===== src/rtl/cycle_display.sv =====
// Cycle-count display: captures a 16-bit count, converts it to five BCD digits by double-dabble
// and drives active-low seven-segment outputs. Optional macro CYCLE_DISPLAY_LEADING_ZERO_BLANK_EN.
module cycle_display (
  input  logic        clock,
  input  logic        reset,
  input  logic [15:0] count_in,
  input  logic [3:0]  instr,
  input  logic        load,
  output logic [6:0]  hex0,
  output logic [6:0]  hex1,
  output logic [6:0]  hex2,
  output logic [6:0]  hex3,
  output logic [6:0]  hex4,
  output logic        busy,
  output logic        valid
);

  localparam logic [3:0] StopOpcode = 4'b0001;
  localparam logic [6:0] SegBlank   = 7'b1111111;

  typedef enum logic [1:0] {StIdle, StConvert, StUpdate} state_e;

  state_e          state_q;
  logic            stop_prev_q;
  logic [15:0]     bin_q;
  logic [19:0]     bcd_q;
  logic [4:0]      iter_q;
  logic [4:0][6:0] disp_q;

  logic            is_stop;
  logic            capture;
  logic [19:0]     bcd_adj;
  logic [4:0]      show;
  logic [4:0][6:0] disp_d;

  function automatic logic [6:0] seg(input logic [3:0] d);
    logic [6:0] s;
    case (d)
      4'd0:    s = 7'b1000000;
      4'd1:    s = 7'b1111001;
      4'd2:    s = 7'b0100100;
      4'd3:    s = 7'b0110000;
      4'd4:    s = 7'b0011001;
      4'd5:    s = 7'b0010010;
      4'd6:    s = 7'b0000010;
      4'd7:    s = 7'b1111000;
      4'd8:    s = 7'b0000000;
      4'd9:    s = 7'b0010000;
      default: s = SegBlank;
    endcase
    return s;
  endfunction

  assign is_stop = (instr == StopOpcode);
  assign capture = load | (is_stop & ~stop_prev_q);

  // Add-3 correction applied before each shift keeps every nibble within 0..9.
  always_comb begin
    bcd_adj = bcd_q;
    for (int i = 0; i < 5; i++) begin
      if (bcd_q[4*i +: 4] >= 4'd5) bcd_adj[4*i +: 4] = bcd_q[4*i +: 4] + 4'd3;
    end
  end

  always_comb begin
`ifdef CYCLE_DISPLAY_LEADING_ZERO_BLANK_EN
    // A digit is shown once any digit at or above it is non-zero; hex0 always shown.
    show[4] = (bcd_q[19:16] != 4'd0);
    show[3] = show[4] | (bcd_q[15:12] != 4'd0);
    show[2] = show[3] | (bcd_q[11:8] != 4'd0);
    show[1] = show[2] | (bcd_q[7:4] != 4'd0);
    show[0] = 1'b1;
`else
    show = 5'b11111;
`endif
    disp_d = '1;
    for (int i = 0; i < 5; i++) begin
      disp_d[i] = show[i] ? seg(bcd_q[4*i +: 4]) : SegBlank;
    end
  end

  always_ff @(posedge clock) begin
    if (reset) begin
      state_q     <= StIdle;
      busy        <= 1'b0;
      valid       <= 1'b0;
      disp_q      <= '1;
      stop_prev_q <= 1'b0;
      iter_q      <= 5'd0;
      bin_q       <= 16'd0;
      bcd_q       <= 20'd0;
    end else begin
      stop_prev_q <= is_stop;
      case (state_q)
        StIdle: begin
          if (capture) begin
            bin_q   <= count_in;
            bcd_q   <= 20'd0;
            iter_q  <= 5'd0;
            busy    <= 1'b1;
            valid   <= 1'b0;
            state_q <= StConvert;
          end
        end
        StConvert: begin
          {bcd_q, bin_q} <= {bcd_adj[18:0], bin_q, 1'b0};
          iter_q         <= iter_q + 5'd1;
          if (iter_q == 5'd15) state_q <= StUpdate;
        end
        StUpdate: begin
          disp_q  <= disp_d;
          valid   <= 1'b1;
          busy    <= 1'b0;
          state_q <= StIdle;
        end
        default: state_q <= StIdle;
      endcase
    end
  end

  assign hex0 = disp_q[0];
  assign hex1 = disp_q[1];
  assign hex2 = disp_q[2];
  assign hex3 = disp_q[3];
  assign hex4 = disp_q[4];

endmodule


===== config.mk =====
export PLATFORM = sky130hd
export DESIGN_NAME = cycle_display
export DESIGN_NICKNAME = d
export VERILOG_FILES = /design/src/rtl/cycle_display.sv
export SDC_FILE = /design/constraint.sdc
export NUM_CORES = 1
export LEC_CHECK = 0
export CAP_MARGIN = 20
export CORE_MARGIN = 3
export CORE_UTILIZATION = 45
export CTS_CLUSTER_SIZE = 24
export DETAILED_ROUTE_END_ITERATION = 8
export MAX_ROUTING_LAYER = met4
export PLACE_DENSITY = 0.81
export SKIP_CTS_REPAIR_TIMING = 1
export SLEW_MARGIN = 20
export SYNTH_ARGS = -nofsm -noshare
export SYNTH_HDL_FRONTEND = slang
export SYNTH_SLANG_ARGS = --single-unit

===== constraint.sdc =====
create_clock -name clock -period 1.75 [get_ports clock]
set_clock_uncertainty 0.1 [all_clocks]
set_input_delay 0.175 -clock clock [delete_from_list [all_inputs] [get_ports clock]]
set_output_delay 0.175 -clock clock [all_outputs]
set_load 0.05 [all_outputs]

==> flow_summary.json <==
{
  "cts_root_buf": "clkbuf_8",
  "crit_family": "flip-flops",
  "startpoint": "state_q[1]$_SDFFE_PP0P_",
  "synth_cell_types": 42,
  "post-place-ws_ps": -435,
  "path_cells": "o21bai_1, o31ai_4, buf_6, nor2_4, buf_6, o2bb2ai_2",
  "grt_pass1_vias": 3520,
  "num_antenna_cells": 0,
  "layout.area.seq_um2": 1630,
  "route.antenna.remaining_nets": 0,
  "cts_tree": "yes",
  "die_x_um": 101,
  "yosysMostFrequentCell": "dfxtp_1",
  "routedWlPerCell_um": 15.9,
  "synth_area_leaders": "dfxtp_1, ha_1, a21oi_1",
  "drt_iter0_markers": 169,
  "ys_top_cells_by_count": "dfxtp_1, a21oi_1, nand2_1",
  "fmaxAchievable_ghz": 0.601,
  "startpoint_type": "flop",
  "rows": 33,
  "track_usage_pct": 20.3,
  "dieArea_um2": 10200,
  "io_buffers": 59,
  "crit_buf_inv": 2,
  "critical_path.most_common_cell": "buf_6",
  "cts.path.max_buffers": 2,
  "gp_congestion": 0.839,
  "dp_hpwl_mm": 6.86,
  "cts.sinks": 81,
  "layout_setup_ws_ps": 86.8,
  "setup_viol": 0,
  "yosysSeqAreaShare_pct": 40.1,
  "die_h_um": 101,
  "postLayoutCoreUtil_pct": 60.8,
  "hold_violations": 0,
  "clk_pin_slew_ps": 80,
  "grt_pass1_wl_mm": 16.3,
  "status": "complete, no violations",
  "worstHoldPathType": "primary input to flop",
  "ys_seq_elements": 81,
  "yosys.area.top_type": "dfxtp_1",
  "worst_slew_pin_slew_ps": 409,
  "required_ps": 1940,
  "worstSkewPairLatency_ps": 360,
  "initial_core_util_pct": 47.8,
  "cts_inserted_buffers": 9,
  "avgSynthCellArea_um2": 8.82,
  "synth-edff-count": 0,
  "synth_fp_nets": 509,
  "place_area_um2": 4800,
  "nets": 585,
  "cp_max_fo": 7,
  "cp-end-kind": "flop",
  "r2r_slack_ps": 90,
  "viasPerCell": 5.67,
  "ir_drop_uv": 484,
  "r2r-end": "bin_q[0]$_SDFFE_PP0P_",
  "synthCells": 459,
  "power_density_nw_per_um2": 688,
  "grt_antenna_before_repair": 0,
  "syn_to_final_growth_pct": 27.3,
  "cpMaxStageDelayCell": "dfxtp_1",
  "rsz0062_at_grt": "false",
  "multi_input_area_um2": 2280,
  "grt-ovfl-total": 0,
  "first_pass_iters": 4,
  "tns_ps": 0,
  "synth_ff_type": "dfxtp_1",
  "cp_num_cells": 6,
  "crit_type": "flop to flop",
  "p_total_mw": 3.54,
  "cp_data_arrival_time_ps": 1850,
  "htree_levels": 3,
  "max_stage_delay_ps": 520,
  "max-cap-violations": 0,
  "drv_slew": 0,
  "min_period_ps": 1660,
  "r2r-start": "state_q[1]$_SDFFE_PP0P_",
  "grt_max_degree": 52,
  "core-area_um2": 8460,
  "fillCellCount": 712,
  "syn_area_um2": 4050,
  "async_reset_ff_share_pct": 0,
  "io_pins": 60,
  "min_delay_path_depth": 4,
  "drive_gt1_share_pct": 20.7,
  "vias": 3659,
  "drc": 0,
  "final_cell_area_um2": 5150,
  "wirelength_mm": 10.2,
  "slew_headroom_pct": 72.7,
  "crit_end": "bin_q[0]$_SDFFE_PP0P_",
  "p_leak_nw": 2.12,
  "final.period_utilization_pct": 95.0,
  "synth_top_area_share_pct": 40.1,
  "reg2reg_depth": 6,
  "ys_warn_count": 0
}
-- worst register-to-register path, stage by stage (launching register included) --
cell and delay, ps:
dfxtp_1 520, o21bai_1 230, o31ai_4 150, buf_6 170, nor2_4 210, buf_6 130, o2bb2ai_2 90
-- power by group --
group	switching [mW]	total [mW]	internal, mW	leakage (nW)
sequential	0.0278	1.91	1.88	0.661
clock	0.736	1.26	0.527	0.0939
combinational	0.185	0.365	0.180	1.37
-- sequential cells by signal, summed over array words and instances, names as in the netlist --
register / flops
iter_q: 5
hex1: 7
hex0: 7
stop_prev_q: 1
state_q: 2
bcd_q: 20
hex3: 7
bin_q: 16
busy: 1
valid: 1
hex4: 7
hex2: 7
-- layout make-up --
| type | instances | share of cell area, % |
|---|---|---|
| Inverter | 23 | 1.68 |
| Clock buffer | 9 | 2.41 |
| Sequential cell | 81 | 31.6 |
| Timing Repair Buffer | 95 | 16.4 |
| Tap cell | 105 | 2.55 |
| Multi-Input combinational cell | 325 | 44.3 |
| Clock inverter | 7 | 1.04 |
-- per-stage QoR --
stage	hold WS, ps	cells
2_1_floorplan	209	459
3_3_place_gp	351	622
3_5_place_dp	361	622
4_1_cts	144	638
5_1_grt	147	645
6_report	139	645
-- cell usage in the layout (no fill, tap or decap), drive strengths merged, types with 12 or more instances in the layout --
cell type      count
nand2b            17
o21ai             26
nor2              35
dfxtp             81
ha                27
clkdlybuf4s50     17
a21oi             48
mux2i             23
nand2             34
a211oi            20
inv               25
buf               72
a22o              12
-- worst min-delay path by stage --
stage	endpoint	slack, ps	from
6_report	stop_prev_q$_SDFF_PP0_	140	instr[1]
5_1_grt	stop_prev_q$_SDFF_PP0_	150	instr[1]
4_1_cts	hex2[5]$_SDFFE_PP1P_	140	reset
3_5_place_dp	hex4[2]$_SDFFE_PP1P_	360	hex4[2]$_SDFFE_PP1P_
3_3_place_gp	hex2[0]$_SDFFE_PP1P_	350	hex2[0]$_SDFFE_PP1P_
2_1_floorplan	bin_q[0]$_SDFFE_PP0P_	210	count_in[0]
-- routing by layer --
layer / part of all wire (%) / track usage (%)
met1: 43 / 24.5
met2: 50 / 33.4
met3: 5.0 / 3.94
met4: 1.7 / 7.67
met5: 0 / -
-- kinds of logic (layout without fill, tap and decap cells) --
logic type / Yosys count / in the layout / synth area share, %
compound gates: 158 / 158 / 26.1
xor+xnor: 10 / 10 / 2.16
mux: 24 / 24 / 5.97
flops: 81 / 81 / 40.1
fa+ha+maj: 27 / 27 / 8.35
simple gates: 104 / 106 / 11.9
buf+inv: 55 / 134 / 5.44
No activity file was read; power rests on OpenSTA's default activity.
